<file path="config.mk">
export PLATFORM = sky130hd
export DESIGN_NAME = dodge_car_ctrl_flat
export DESIGN_NICKNAME = d
export VERILOG_FILES = /design/src/rtl/car_game_pkg.sv /design/src/rtl/dodge_car_ctrl_if.sv /design/src/rtl/dodge_car_ctrl_bbox_overlap.sv /design/src/rtl/dodge_car_ctrl.sv /design/src/flat_wrapper.sv
export SDC_FILE = /design/constraint.sdc
export NUM_CORES = 1
export LEC_CHECK = 0
export ABC_AREA = 1
export CAP_MARGIN = 20
export CORE_UTILIZATION = 40
export CTS_CLUSTER_DIAMETER = 40
export DETAILED_ROUTE_END_ITERATION = 8
export PLACE_DENSITY = 0.69
export SYNTH_ARGS = -nofsm -noshare
export SYNTH_HDL_FRONTEND = slang
export SYNTH_SLANG_ARGS = --single-unit
</file>
<file path="constraint.sdc">
create_clock -name clk -period 2.5 [get_ports clk]
set_clock_uncertainty 0.15 [all_clocks]
set_input_delay 0.25 -clock clk [delete_from_list [all_inputs] [get_ports clk]]
set_output_delay 0.25 -clock clk [all_outputs]
set_load 0.005 [all_outputs]
</file>
<file path="src/rtl/car_game_pkg.sv">
`default_nettype none
// ============================================================================
//  Module      : car_game_pkg
//  Description : Shared constants and types for the car game blocks:
//                playfield size, car size, lane geometry, spawn timing,
//                the lane-LFSR step function and the obstacle FSM encoding.
//  Revision    : 1.0  initial release
// ============================================================================
package car_game_pkg;

    localparam int          SCREEN_W   = 640;
    localparam int          SCREEN_H   = 480;
    localparam int          CAR_W      = 32;
    localparam int          CAR_H      = 64;

    localparam int          LANE_BASE  = 160;
    localparam int          LANE_PITCH = 80;
    localparam int          NUM_LANES  = 4;

    localparam int          SPAWN_GAP  = 30;
    localparam logic [7:0]  LFSR_SEED  = 8'hA5;

    // Obstacle car state machine, 2-bit encoding.
    typedef enum logic [1:0] {
        ST_IDLE       = 2'd0,
        ST_WAIT_SPAWN = 2'd1,
        ST_ACTIVE     = 2'd2,
        ST_CRASHED    = 2'd3
    } state_t;

    // 8-bit Fibonacci LFSR, taps 8,6,5,4 (maximal length, 255 states).
    function automatic logic [7:0] lfsr_next(input logic [7:0] v);
        return {v[6:0], v[7] ^ v[5] ^ v[4] ^ v[3]};
    endfunction

endpackage
`default_nettype wire

</file>
<file path="src/rtl/dodge_car_ctrl_if.sv">
`default_nettype none
// ============================================================================
//  Module      : dodge_car_ctrl_if
//  Description : Game-side bundle of the obstacle car controller.
//                Inputs : game_start, frame_tick, speed[3:0],
//                         player_x[9:0], player_y[9:0]
//                Outputs: car_x[9:0], car_y[9:0], enable (to renderer),
//                         dodged, crash (pulses), crashed (level)
//                slave  = the controller, master = game/score logic.
//  Revision    : 1.0  initial release
// ============================================================================
interface dodge_car_ctrl_if;

    logic       game_start;
    logic       frame_tick;
    logic [3:0] speed;
    logic [9:0] player_x;
    logic [9:0] player_y;

    logic [9:0] car_x;
    logic [9:0] car_y;
    logic       enable;
    logic       dodged;
    logic       crash;
    logic       crashed;

    modport slave (
        input  game_start, frame_tick, speed, player_x, player_y,
        output car_x, car_y, enable, dodged, crash, crashed
    );

    modport master (
        output game_start, frame_tick, speed, player_x, player_y,
        input  car_x, car_y, enable, dodged, crash, crashed
    );

endinterface
`default_nettype wire

</file>
<file path="src/rtl/dodge_car_ctrl_bbox_overlap.sv">
`default_nettype none
// ============================================================================
//  Module      : bbox_overlap
//  Description : Combinational overlap test of two CAR_W x CAR_H boxes given
//                by their top-left corners. All sums are carried at 11 bits
//                so boxes near the right/bottom limit never wrap.
//                Ports: a_x, a_y, b_x, b_y [9:0] in; overlap out.
//  Revision    : 1.0  initial release
// ============================================================================
module bbox_overlap #(
    parameter int CAR_W = 32,
    parameter int CAR_H = 64
) (
    input  wire logic [9:0] a_x,
    input  wire logic [9:0] a_y,
    input  wire logic [9:0] b_x,
    input  wire logic [9:0] b_y,
    output logic            overlap
);

    logic [10:0] w_ax;
    logic [10:0] w_ay;
    logic [10:0] w_bx;
    logic [10:0] w_by;

    assign w_ax = {1'b0, a_x};
    assign w_ay = {1'b0, a_y};
    assign w_bx = {1'b0, b_x};
    assign w_by = {1'b0, b_y};

    assign overlap = (w_ax < (w_bx + 11'(CAR_W))) &&
                     (w_bx < (w_ax + 11'(CAR_W))) &&
                     (w_ay < (w_by + 11'(CAR_H))) &&
                     (w_by < (w_ay + 11'(CAR_H)));

endmodule
`default_nettype wire

</file>
<file path="src/rtl/dodge_car_ctrl.sv">
`default_nettype none
// ============================================================================
//  Module      : dodge_car_ctrl
//  Description : Position/enable generator for the obstacle car renderer.
//                Once per frame moves the obstacle down the playfield,
//                respawns it in a pseudo-random lane after a gap, and
//                reports crashes against the player car and clean dodges.
//                Ports: clk, reset_n (async, active low),
//                       bus (dodge_car_ctrl_if.slave).
//  Revision    : 1.0  initial release
// ============================================================================
module dodge_car_ctrl
    import car_game_pkg::*;
#(
    parameter int         SCREEN_H   = car_game_pkg::SCREEN_H,
    parameter int         CAR_W      = car_game_pkg::CAR_W,
    parameter int         CAR_H      = car_game_pkg::CAR_H,
    parameter int         LANE_BASE  = car_game_pkg::LANE_BASE,
    parameter int         LANE_PITCH = car_game_pkg::LANE_PITCH,
    parameter int         SPAWN_GAP  = car_game_pkg::SPAWN_GAP,
    parameter logic [7:0] LFSR_SEED  = car_game_pkg::LFSR_SEED
) (
    input  wire logic          clk,
    input  wire logic          reset_n,
    dodge_car_ctrl_if.slave    bus
);

    localparam int GAP_W = $clog2(SPAWN_GAP + 1);

    // Registered state
    state_t           r_state;
    logic [9:0]       r_car_x;
    logic [9:0]       r_car_y;
    logic [GAP_W-1:0] r_gap_cnt;
    logic [7:0]       r_lfsr;
    logic             r_hit;
    logic             r_dodged;
    logic             r_crash;

    // Next-state values
    state_t           w_state_nxt;
    logic [9:0]       w_car_x_nxt;
    logic [9:0]       w_car_y_nxt;
    logic [GAP_W-1:0] w_gap_nxt;
    logic             w_dodged_nxt;
    logic             w_crash_nxt;

    logic             w_overlap;
    logic [10:0]      w_sum;
    logic [9:0]       w_lane_x;

    bbox_overlap #(
        .CAR_W (CAR_W),
        .CAR_H (CAR_H)
    ) u_bbox (
        .a_x     (r_car_x),
        .a_y     (r_car_y),
        .b_x     (bus.player_x),
        .b_y     (bus.player_y),
        .overlap (w_overlap)
    );

    assign w_sum    = {1'b0, r_car_y} + {7'd0, bus.speed};
    assign w_lane_x = 10'(LANE_BASE) + (10'(r_lfsr[1:0]) * 10'(LANE_PITCH));

    always_comb begin
        w_state_nxt  = r_state;
        w_car_x_nxt  = r_car_x;
        w_car_y_nxt  = r_car_y;
        w_gap_nxt    = r_gap_cnt;
        w_dodged_nxt = 1'b0;
        w_crash_nxt  = 1'b0;

        case (r_state)
            ST_IDLE: begin
                if (bus.game_start) begin
                    w_state_nxt = ST_WAIT_SPAWN;
                    w_gap_nxt   = GAP_W'(SPAWN_GAP);
                end
            end

            ST_WAIT_SPAWN: begin
                if (bus.game_start) begin
                    w_gap_nxt = GAP_W'(SPAWN_GAP);
                end else if (bus.frame_tick) begin
                    if (r_gap_cnt == '0) begin
                        w_car_x_nxt = w_lane_x;
                        w_car_y_nxt = 10'd0;
                        w_state_nxt = ST_ACTIVE;
                    end else begin
                        w_gap_nxt = r_gap_cnt - GAP_W'(1);
                    end
                end
            end

            ST_ACTIVE: begin
                // Restart beats crash, crash beats movement.
                if (bus.game_start) begin
                    w_state_nxt = ST_WAIT_SPAWN;
                    w_gap_nxt   = GAP_W'(SPAWN_GAP);
                end else if (r_hit) begin
                    w_crash_nxt = 1'b1;
                    w_state_nxt = ST_CRASHED;
                end else if (bus.frame_tick) begin
                    if (w_sum >= 11'(SCREEN_H)) begin
                        w_dodged_nxt = 1'b1;
                        w_gap_nxt    = GAP_W'(SPAWN_GAP);
                        w_state_nxt  = ST_WAIT_SPAWN;
                    end else begin
                        w_car_y_nxt = w_sum[9:0];
                    end
                end
            end

            ST_CRASHED: begin
                // Position is frozen so the wreck stays on screen.
                if (bus.game_start) begin
                    w_state_nxt = ST_WAIT_SPAWN;
                    w_gap_nxt   = GAP_W'(SPAWN_GAP);
                end
            end

            default: begin
                w_state_nxt = ST_IDLE;
            end
        endcase
    end

    always_ff @(posedge clk or negedge reset_n) begin
        if (!reset_n) begin
            r_state   <= ST_IDLE;
            r_car_x   <= 10'(LANE_BASE);
            r_car_y   <= 10'd0;
            r_gap_cnt <= '0;
            r_lfsr    <= LFSR_SEED;
            r_hit     <= 1'b0;
            r_dodged  <= 1'b0;
            r_crash   <= 1'b0;
        end else begin
            r_state   <= w_state_nxt;
            r_car_x   <= w_car_x_nxt;
            r_car_y   <= w_car_y_nxt;
            r_gap_cnt <= w_gap_nxt;
            // Free-running so the lane depends on when play starts.
            r_lfsr    <= lfsr_next(r_lfsr);
            r_hit     <= w_overlap;
            r_dodged  <= w_dodged_nxt;
            r_crash   <= w_crash_nxt;
        end
    end

    // enable derives straight from the state register, so an asserted
    // reset hides the car in the same cycle.
    assign bus.car_x   = r_car_x;
    assign bus.car_y   = r_car_y;
    assign bus.enable  = (r_state == ST_ACTIVE) || (r_state == ST_CRASHED);
    assign bus.dodged  = r_dodged;
    assign bus.crash   = r_crash;
    assign bus.crashed = (r_state == ST_CRASHED);

endmodule
`default_nettype wire
</file>
<file path="src/flat_wrapper.sv">
// flat-port wrapper written by rule: the top's interface ports become plain ports
module dodge_car_ctrl_flat import car_game_pkg::*;
#(
    parameter int         SCREEN_H   = car_game_pkg::SCREEN_H,
    parameter int         CAR_W      = car_game_pkg::CAR_W,
    parameter int         CAR_H      = car_game_pkg::CAR_H,
    parameter int         LANE_BASE  = car_game_pkg::LANE_BASE,
    parameter int         LANE_PITCH = car_game_pkg::LANE_PITCH,
    parameter int         SPAWN_GAP  = car_game_pkg::SPAWN_GAP,
    parameter logic [7:0] LFSR_SEED  = car_game_pkg::LFSR_SEED
)
  (clk, reset_n, bus_game_start, bus_frame_tick, bus_speed, bus_player_x, bus_player_y, bus_car_x, bus_car_y, bus_enable, bus_dodged, bus_crash, bus_crashed);
  dodge_car_ctrl_if bus_i ();
  input  wire logic clk;
  input  wire logic reset_n;
  input wire logic [$bits(bus_i.game_start)-1:0] bus_game_start;
  input wire logic [$bits(bus_i.frame_tick)-1:0] bus_frame_tick;
  input wire logic [$bits(bus_i.speed)-1:0] bus_speed;
  input wire logic [$bits(bus_i.player_x)-1:0] bus_player_x;
  input wire logic [$bits(bus_i.player_y)-1:0] bus_player_y;
  output wire logic [$bits(bus_i.car_x)-1:0] bus_car_x;
  output wire logic [$bits(bus_i.car_y)-1:0] bus_car_y;
  output wire logic [$bits(bus_i.enable)-1:0] bus_enable;
  output wire logic [$bits(bus_i.dodged)-1:0] bus_dodged;
  output wire logic [$bits(bus_i.crash)-1:0] bus_crash;
  output wire logic [$bits(bus_i.crashed)-1:0] bus_crashed;
  assign bus_i.game_start = bus_game_start;
  assign bus_i.frame_tick = bus_frame_tick;
  assign bus_i.speed = bus_speed;
  assign bus_i.player_x = bus_player_x;
  assign bus_i.player_y = bus_player_y;
  assign bus_car_x = bus_i.car_x;
  assign bus_car_y = bus_i.car_y;
  assign bus_enable = bus_i.enable;
  assign bus_dodged = bus_i.dodged;
  assign bus_crash = bus_i.crash;
  assign bus_crashed = bus_i.crashed;
  dodge_car_ctrl #(.SCREEN_H(SCREEN_H), .CAR_W(CAR_W), .CAR_H(CAR_H), .LANE_BASE(LANE_BASE), .LANE_PITCH(LANE_PITCH), .SPAWN_GAP(SPAWN_GAP), .LFSR_SEED(LFSR_SEED)) u_core (.clk(clk), .reset_n(reset_n), .bus(bus_i));
endmodule
</file>
==> key figures, run 1 <==
Yosys
  – Syn avg cell area: 7.639 sq um
  – Post-synthesis sequential area ratio: 30.22%
  – Cell Area, Synth: 2758 sq um
  – Synth cell types: 39
  – Syn Inst Count: 361
  – Number of flops mapped to enable cells by yosys: 0
  – Yosys warns: 0
  – Synth async-reset ratio: 100.0%
  – Flops & latches, synth: 33
  – Predominant post-synthesis flop cell: dfrtp_1

STA
  – Post-layout minimum cycle time: 2.418 ns
  – Setup TNS: 0 ns
  – Max-slew violation count: 0
  – Fmax: 413.5 MHz
  – RSZ-0062 raised after global routing: true
  – Fin. Hold Viols: 0
  – Final worst-path cycle share: 96.74%
  – Final count of negative-setup-slack endpoints: 0
  – Final Hold Slack: 0.2096 ns

Worst setup path
  – Crit path kind: reg -> reg
  – Crit Path Max Fanout: 9
  – Critical path required time: 2.51 ns
  – Critical Path Sink Type: flip-flop
  – Worst path top cell family by delay: simple AND/OR/NAND/NOR gates
  – Crit path launch type: flip-flop
  – Crit path buf inv count: 2
  – Worst Path Arrival: 2.43 ns
  – CP peak stage delay: 0.36 ns
  – Crit-path cells: ha_2 > inv_2 > fa_2 > nand3b_1 > nand2_2 > buf_4 > nand3_1 > nand2_2 > nor2_2 > nand3_2 > nand3_4 > nand2_8 > nand2_8 > nand2_1 > nand2_1
  – Crit-path slowest cell: dfrtp_1

Placement
  – Post-DP Area: 3397 sq um
  – Port Buf Inserts: 46
  – Post-Place Cells: 498
  – GPL Wtd Cong: 0.8068
  – Final HPWL DP: 4766 um

Global routing
  – GRT overflow: 0
  – Initial antenna violation count: 0
  – Pin count of the biggest net entering global routing: 34
  – Total GRT Usage: 17.13%
  – Vias in the first global route: 2364
  – Global-route wire length before repair: 10160 um

Finish
  – Number of nets in the layout: 505
  – Diode count: 0
  – Final Cell Area: 3610 sq um
  – Fraction of layout cells with a size suffix above 1: 15.40%
  – Final Non-Filler Cells: 512
  – Layout overhead on the synthesized area: 30.90%
  – Fill count: 600

Floorplanning
  – Core Region: 6495 sq um
  – Initial Util: 42.46%
  – Std-Cell Rows: 29
  – I/O pin cnt: 52
  – Die height: 85.03 um
  – Die ar.: 7230 sq um
  – Die W: 85.03 um

CTS
  – Clock sinks: 33
  – CTS tree: yes
  – CTS Buf Count: 5
  – Clock Latency Late Sink: 0.28 ns
  – H-tree depth: 2
  – Hold_buf cts: 0
  – CTS root buf: clkbuf_8
  – Buffer levels on the longest clock path: 2
  – Worst-path clk slew: 0.07 ns

Status
  – Outcome: completed

Hold path
  – HP Class: reg -> reg

Drt
  – DR vias: 2541
  – Post-route DRC: 0
  – Routed WL per cell: 12.14 um
  – Post-route ant nets: 0
  – DRT Pass-1 Iters: 4
  – Vias per std cell: 4.963
  – Routed WL: 6216 um
  – 1st-iter DRT viols: 149

Flow run
  – Max Cap Viol: 0

Power and ir drop
  – Peak supply drop: 608.9 uV
  – Lkg Pwr: 1.822 nW
  – Pwr per Cell Area: 677.4 nW/um^2
[power by group]
group	switching [mW]	internal, mW	total, mW
Combinational	0.740	0.599	1.34
Clock	0.191	0.192	0.382
Sequential	0.0915	0.633	0.724
[flip-flops by register name, indices dropped and copies added (netlist names)]
name and count:
u_core.r_state 2, u_core.r_hit 1, u_core.r_gap_cnt 5, u_core.bus.crash 1
u_core.bus.car_y 10, u_core.bus.dodged 1, u_core.bus.car_x 5, u_core.r_lfsr 8
[placed cells by master (no fill, tap or decap), types with 3 or more instances in the layout]
master,n
o21ai_0,17
nand3_1,27
nand4_1,9
nand2_2,8
buf_6,3
nor2_1,19
ha_1,41
inv_1,45
or2_2,3
a21oi_1,20
xor2_1,5
clkdlybuf4s50_1,45
dfrtp_1,27
nand2_1,84
dfstp_2,6
nor3_1,3
conb_1,5
xnor2_1,6
inv_2,4
buf_4,20
clkbuf_8,5
[synthesized netlist by cell type, types with 5 or more instances]
library cell | n | area share, %
a21oi_1 | 20 | 3.6
buf_4 | 5 | 1.4
dfrtp_1 | 27 | 25
dfstp_2 | 6 | 5.7
ha_1 | 42 | 19
inv_1 | 46 | 6.3
nand2_1 | 87 | 12
nand2_2 | 8 | 1.8
nand3_1 | 28 | 5.1
nand4_1 | 9 | 2.0
nor2_1 | 20 | 2.7
o21ai_0 | 17 | 3.1
xnor2_1 | 6 | 1.9
xor2_1 | 5 | 1.6
[final cells by class]
type | count | area, sq um | area share [%]
tap | 77 | 96.34 | 2.669
clock buffer | 5 | 68.82 | 1.906
sequential | 33 | 833.3 | 23.08
clock inverter | 3 | 17.52 | 0.4853
multi-input combinational | 275 | 1759 | 48.73
inverter | 50 | 187.7 | 5.199
timing repair buffer | 69 | 646.9 | 17.92
[logic make-up (layout without fill, tap and decap cells)]
logic type	after synthesis	after routing	share of synthesized area [%]
buffers and inverters	58	127	9.256
AO/OA/AOI/OAI	46	46	9.211
XOR/XNOR	11	11	3.494
flip-flops	33	33	30.22
AND/OR/NAND/NOR	169	170	27.90
adder cells (fa/ha/maj)	43	43	19.78
other	1	5	0.1360
[routing by layer]
layer	vias to the layer above	GRT usage (%)	routed length, um
met5	-	0	0
met4	0	2.773	38
met3	5	2.918	264
met2	50	28.23	2853
met1	1167	24.00	3059
li1	1319	-	-
[path summary, 6_finish.rpt]
check	startpoint	to	slack (ns)	depth (start not counted)
worst max register to register	u_core.bus.car_y[0]	u_core.bus.car_y[6]	0.08	15
worst min-delay path	u_core.r_lfsr[6]	u_core.r_lfsr[7]	0.21	0
min in group asynchronous	reset_n	u_core.bus.car_y[6]	0.22	2
max in group asynchronous	reset_n	u_core.r_lfsr[2]	1.64	2
worst min register to register	u_core.r_lfsr[6]	u_core.r_lfsr[7]	0.21	0
worst max-delay path	u_core.bus.car_y[0]	u_core.bus.car_y[6]	0.08	15
[metrics by stage]
step / total power, mW / setup WS [ns] / utilization (%)
2_1_floorplan: 1.497 / 0.2029 / -
3_3_place_gp: 1.873 / -0.2264 / 52.30
3_5_place_dp: 1.900 / -0.3229 / 52.30
4_1_cts: 2.305 / 0.01756 / 53.71
5_1_grt: 2.673 / -0.05054 / 55.58
6_report: 2.445 / 0.08160 / 55.58
[timing repair]
action / 4_1_cts / 5_1_grt
pin swaps: 0 / 11
gates cloned: 0 / 1
resized for setup: 1 / 18
setup buffers: 0 / 5
hold endpoints to repair: 0 / 0
endpoints found under the setup margin: 9 / 17
Power figures use the tool's default switching activity.
==> inputs of run 2 (changes only) <==
--- a/config.mk
+++ b/config.mk
@@ -8,4 +8,5 @@
 export ABC_AREA = 1
 export CAP_MARGIN = 20
+export CORE_ASPECT_RATIO = 1.75
 export CORE_UTILIZATION = 40
 export CTS_CLUSTER_DIAMETER = 40
==> constraint.sdc (replaced) <==
create_clock -name clk -period 2.5 [get_ports clk]
set_clock_uncertainty 0.15 [all_clocks]
set_input_delay 0.25 -clock clk [delete_from_list [all_inputs] [get_ports clk]]
set_output_delay 0.25 -clock clk [all_outputs]
set_load 0.05 [all_outputs]
==> key figures, run 2 (synthesis gave the netlist of run 1 again) <==
Finish
  – Most frequent cells in the layout: nand2_1 (85), inv_1 (45), clkdlybuf4s50_1 (45), ha_1 (41), dfrtp_1 (25)
  – Max reg flops: 10 (unchanged)
  – Diode count: 0 (unchanged)
  – Final Non-Filler Cells: 512 (unchanged)
  – Fraction of layout cells with a size suffix above 1: 16.05% (+0.64 points)
  – Fin util: 56.07% (+0.49 points)
  – Number of nets in the layout: 500 (-0.99%)
  – Layout overhead on the synthesized area: 33.94%
  – Most common cell after layout, fill and taps aside: nand2_1

CTS
  – Buffer levels on the longest clock path: 2 (unchanged)
  – Worst-path clk slew: 0.06 ns (about the same)
  – CTS Buf Count: 5 (unchanged)
  – H-tree depth: 2 (unchanged)
  – CTS tree: yes
  – Hold_buf cts: 0 (unchanged)
  – CTS root buf: clkbuf_16
  – Clock Latency Late Sink: 0.28 ns (about the same)
  – Clock sinks: 33 (unchanged)

Drt
  – 1st-iter DRT viols: 69 (-54%)
  – Post-route DRC: 0 (unchanged)
  – Routed WL: 6256 um (+0.64%)
  – Vias per std cell: 4.998 (+0.71%)
  – Routed WL per cell: 12.22 um (+0.64%)
  – DR vias: 2559 (+0.71%)
  – Post-route ant nets: 0 (unchanged)
  – DRT Pass-1 Iters: 4 (unchanged)

Hold path
  – HP Class: reg -> reg

Placement
  – Post-Place Cells: 502 (+0.80%)
  – Port Buf Inserts: 46 (unchanged)
  – Final HPWL DP: 4874 um (+2.3%)
  – GPL Wtd Cong: 0.8265 (+2.4%)

STA
  – Max-slew violation count: 0 (unchanged)
  – Final count of negative-setup-slack endpoints: 0 (unchanged)
  – Fmax: 428.8 MHz (+3.7%)
  – RSZ-0062 raised after global routing: false
  – Final Hold Slack: 0.1968 ns (-0.01278 ns)
  – Fin. Hold Viols: 0 (unchanged)
  – Final worst-path cycle share: 93.29% (-3.4 points)
  – Rel. slew slack: 66.65%
  – Post-layout minimum cycle time: 2.332 ns (-0.08622 ns)
  – Worst-Margin Slew: 0.4987 ns

Power and ir drop
  – Lkg Pwr: 1.827 nW (+0.25%)
  – Internal: 1.707 mW (+20%)
  – Pwr per Cell Area: 800.9 nW/um^2 (+18%)
  – Peak supply drop: 615.1 uV (+1.0%)
  – Combinational Power Share: 51.2% (-3.5 points)
  – Switching power: 1.251 mW (+22%)
  – Overall Power: 2.958 mW (+21%)
  – Seq pwr share: 24.7% (-4.9 points)
  – Switching share of power: 42.29% (+0.50 points)
  – Clk pwr share: 24.2% (+8.6 points)

Worst setup path
  – Worst path top cell family by delay: simple AND/OR/NAND/NOR gates
  – Crit path buf inv count: 2 (unchanged)
  – Crit-path slowest cell: dfrtp_2
  – Crit-path cells: ha_4 > inv_2 > fa_2 > nand3b_1 > nand2_2 > nand2_2 > nand2_1 > nand2_1 > nor2_1 > nand3_1 > nand3_2 > nand2_4 > buf_6 > nand3_2 > nand2_1
  – Crit path launch type: flip-flop
  – Worst Path Arrival: 2.34 ns (-0.09 ns)
  – CP most frequent cell: nand2_1
  – Critical path required time: 2.51 ns (about the same)
  – Critical Path Sink Type: flip-flop
  – Crit Path Max Fanout: 6 (-3)
  – CP peak stage delay: 0.38 ns (+0.02 ns)
  – Crit path kind: reg -> reg

Floorplanning
  – Die ar.: 7243 sq um (+0.18%)
  – I/O pin cnt: 52 (unchanged)
  – Core Region: 6588 sq um (+1.4%)
  – Die height: 111.8 um (+32%)
  – Initial Util: 41.86% (-0.60 points)
  – Die W: 64.77 um (-24%)
  – Std-Cell Rows: 39 (+34%)

Global routing
  – Pin count of the biggest net entering global routing: 34 (unchanged)
  – Vias in the first global route: 2480 (+4.9%)
  – GRT overflow: 0 (unchanged)
  – Global-route wire length before repair: 10510 um (+3.4%)
  – Total GRT Usage: 18.13% (+1.0 points)
  – Initial antenna violation count: 0 (unchanged)

Flow run
  – Max Cap Viol: 0 (unchanged)

Status
  – Outcome: completed
[run 2: repair_timing]
action                     CTS  global route
resized for setup            1            26
setup endpoints to repair    5            17
cloned                       0             0
buffers inserted             0             2
pin swaps                    1            12
[run 2: per-stage QoR]
stage	setup TNS (ns)	setup slack, ns	area, sq um
3_3_place_gp	-2.829	-0.2129	3398
2_1_floorplan	0	0.01068	2775
3_5_place_dp	-4.481	-0.3305	3398
4_1_cts	0	0.008384	3573
5_1_grt	0	0.01836	3694
6_report	0	0.1678	3694
[run 2: area by class of cell]
cell class	count	area [sq um]
clock buffers	7	142.6
clock inverters	1	30.03
fillers	634	2894
inverters	50	187.7
multi-input cells	274	1778
flip-flops and latches	33	835.8
well taps	82	102.6
repair buffers	65	616.8
[run 2: final timing paths]
kind | from | to | slack, ns | depth (start not counted)
worst max-delay path | u_core.bus.car_y[0] | u_core.bus.car_y[5] | 0.17 | 15
worst min-delay path | u_core.r_lfsr[6] | u_core.r_lfsr[7] | 0.20 | 0
worst max register to register | u_core.bus.car_y[0] | u_core.bus.car_y[5] | 0.17 | 15
worst min register to register | u_core.r_lfsr[6] | u_core.r_lfsr[7] | 0.20 | 0
max in group asynchronous | reset_n | u_core.r_lfsr[5] | 1.62 | 2
min in group asynchronous | reset_n | u_core.r_state[0] | 0.24 | 2
[run 2: layer usage]
layer	track usage (%)	routed length [um]
met1	20.97	2590
met2	33.47	3393
met3	1.639	171
met4	6.370	101
met5	0	0
[run 2: worst reg2reg max path, stage by stage (launching register included)]
cell	delay [ns]
dfrtp_2	0.38
ha_4	0.13
inv_2	0.03
fa_2	0.36
nand3b_1	0.18
nand2_2	0.10
nand2_2	0.08
nand2_1	0.08
nand2_1	0.06
nor2_1	0.09
nand3_1	0.13
nand3_2	0.12
nand2_4	0.08
buf_6	0.14
nand3_2	0.05
nand2_1	0.06
[run 2: power groups by stage]
stage,clock [mW],sequential (mW),combinational (mW)
CTS,0.729,0.728,1.41
detailed placement,0,0.736,1.40
global route,0.753,0.743,1.69
global placement,0,0.735,1.36
finish,0.715,0.730,1.51
floorplan,0,0.841,0.854
==> inputs of run 3 (changes only) <==
Settings changed: CORE_MARGIN set to 8, SLEW_MARGIN set to 10.
Clock period 2.5 ns to 2.9 ns, I/O delays scaled along.
==> key figures, run 3 (synthesis gave the netlist of run 1 again) <==
Worst setup path
  – Crit-path cells: clkdlybuf4s50_1 > ha_1 > inv_1 > fa_1 > nand3b_1 > nand2_2 > nand2_2 > nand2_1 > o21ai_1 > nand3_1 > nand3_2 > nand2_2 > nand2_2 > nand2_1 > nand2_1
  – CP most frequent cell: nand2_2
  – Crit Path Max Fanout: 11 (+5)
  – Critical Path Sink Type: flip-flop
  – Crit path launch type: input pin
  – Critical path required time: 2.91 ns (+0.40 ns)
  – Crit path kind: in -> reg
  – Worst Path Arrival: 2.65 ns (+0.31 ns)
  – Crit-path slowest cell: clkdlybuf4s50_1
  – CP peak stage delay: 0.46 ns (+0.08 ns)

CTS
  – Number of setup buffers added after CTS: 0 (unchanged)
  – Hold_buf cts: 0 (unchanged)
  – Buffer levels on the longest clock path: 2 (unchanged)
  – H-tree depth: 2 (unchanged)
  – Clock sinks: 33 (unchanged)
  – CTS tree: yes
  – Clock Latency Late Sink: 0.27 ns (about the same)
  – Worst-path clk slew: 0.05 ns (about the same)
  – Resized Gates After CTS: 0 (-1)
  – CTS Buf Count: 5 (unchanged)
  – CTS root buf: clkbuf_16

Finish
  – Diode count: 0 (unchanged)
  – Layout overhead on the synthesized area: 26.23%
  – Most common cell after layout, fill and taps aside: nand2_1
  – Fin util: 51.52% (-4.5 points)
  – Register area: 833.3 sq um (-0.30%)
  – Number of nets in the layout: 486 (-2.8%)
  – Max reg flops: 10 (unchanged)
  – Final Cell Area: 3481 sq um (-5.8%)
  – Multi-input logic area: 1684 sq um (-5.3%)
  – Most frequent cells in the layout: nand2_1 (87), inv_1 (46), clkdlybuf4s50_1 (46), ha_1 (42), nand3_1 (28)
  – Fill count: 672 (+6.0%)
  – Fraction of layout cells with a size suffix above 1: 9.135% (-6.9 points)

Placement
  – Final HPWL DP: 5162 um (+5.9%)
  – Port Buf Inserts: 46 (unchanged)
  – GPL Wtd Cong: 0.8179 (-1.0%)
  – Post-DP Area: 3308 sq um (-2.7%)
  – Post-placement worst setup slack: -0.03973 ns (+0.2907 ns)

Global routing
  – Pin count of the biggest net entering global routing: 34 (unchanged)
  – Total GRT Usage: 12.99% (-5.1 points)
  – Global-route wire length before repair: 10710 um (+1.9%)
  – GRT overflow: 0 (unchanged)
  – Vias in the first global route: 2545 (+2.6%)
  – Initial antenna violation count: 0 (unchanged)

Drt
  – Post-route ant nets: 0 (unchanged)
  – DR vias: 2485 (-2.9%)
  – Post-route DRC: 0 (unchanged)
  – Vias per std cell: 4.970 (-0.56%)
  – DRT Pass-1 Iters: 5 (+1)
  – Routed WL per cell: 12.42 um (+1.6%)
  – Routed WL: 6209 um (-0.75%)
  – 1st-iter DRT viols: 100 (+45%)

STA
  – Rel. slew slack: 65.81% (-0.84 points)
  – RSZ-0062 raised after global routing: false
  – Final worst-path cycle share: 90.81%
  – Worst-Margin Slew: 0.5112 ns (+0.01250 ns)
  – Setup TNS: 0 ns (unchanged)
  – Final count of negative-setup-slack endpoints: 0 (unchanged)
  – Max-slew violation count: 0 (unchanged)
  – Fmax: 379.7 MHz
  – Fin. Hold Viols: 0 (unchanged)
  – Post-layout minimum cycle time: 2.633 ns
  – Final setup margin: 0.2666 ns (+0.09877 ns)

Floorplanning
  – Std-Cell Rows: 40 (+2.6%)
  – I/O pin cnt: 52 (unchanged)
  – Core Region: 6756 sq um (+2.6%)
  – Die W: 78.77 um (+22%)
  – Die height: 125.8 um (+13%)
  – Die ar.: 9912 sq um (+37%)
  – Initial Util: 40.81% (-1.0 points)

Status
  – Outcome: completed

Power and ir drop
  – Lkg Pwr: 1.735 nW (-5.0%)
  – Peak supply drop: 948.1 uV (+54%)
  – Pwr per Cell Area: 674.4 nW/um^2 (-16%)

Hold path
  – HP Class: reg -> reg

Flow run
  – Max Cap Viol: 0 (unchanged)
-- run 3: cell types whose count changed in the layout (fill, tap and decap cells not counted), moves of 3 or more --
cell | before | now
buf_4 | 16 | 5
nand2_4 | 3 | 0
buf_6 | 3 | 0
nand3_1 | 20 | 28
nand3_2 | 9 | 2
o21ai_0 | 14 | 17
-- run 3: power by group --
group,switching (mW),internal (mW)
combinational,0.710,0.394
sequential,0.0943,0.546
clock,0.175,0.428
-- run 3: cell type report --
class,count,share of cell area [%]
clock inverter,1,0.8627
sequential,33,23.94
timing repair buffer,51,14.31
inverter,50,5.392
tap,84,3.019
multi-input combinational,274,48.38
clock buffer,7,4.098
-- run 3: path summary, 6_finish.rpt --
check,startpoint,to,slack [ns],cells after the start
setup / recovery,bus_speed[0],u_core.bus.car_y[2],0.27,15
max in group asynchronous,reset_n,u_core.r_lfsr[2],1.98,2
setup reg to reg,u_core.bus.car_y[0],u_core.bus.car_y[2],0.31,14
hold / removal,u_core.r_lfsr[6],u_core.r_lfsr[7],0.21,0
hold reg to reg,u_core.r_lfsr[6],u_core.r_lfsr[7],0.21,0
min in group asynchronous,reset_n,u_core.r_state[0],0.28,2
-- run 3: metal layers --
| metal | GRT usage, % | share of wire [%] | vias to the layer above | routed length [um] |
|---|---|---|---|---|
| met5 | 0 | 0 | - | 0 |
| met4 | 5.928 | 1.9 | 0 | 119 |
| met3 | 2.066 | 3.0 | 8 | 185 |
| met2 | 25.15 | 55 | 35 | 3428 |
| met1 | 12.70 | 40 | 1153 | 2475 |
| li1 | - | - | 1289 | - |
-- run 3: per-stage QoR --
step / hold slack (ns) / std cells / total power, mW
6_report: 0.2122 / 500 / 2.348
5_1_grt: 0.2266 / 500 / 2.528
4_1_cts: 0.2170 / 500 / 2.383
3_5_place_dp: 0.1938 / 492 / 1.766
3_3_place_gp: 0.1907 / 492 / 1.736
2_1_floorplan: -0.1556 / 365 / 1.460
-- run 3: worst max-delay path, delay by kind of cell --
kind	cells	cell delay (ns)
buffers and inverters	2	0.52
AOI/OAI and AO/OA	1	0.08
adders and majority gates	2	0.56
and+or+nand+nor	10	1.21
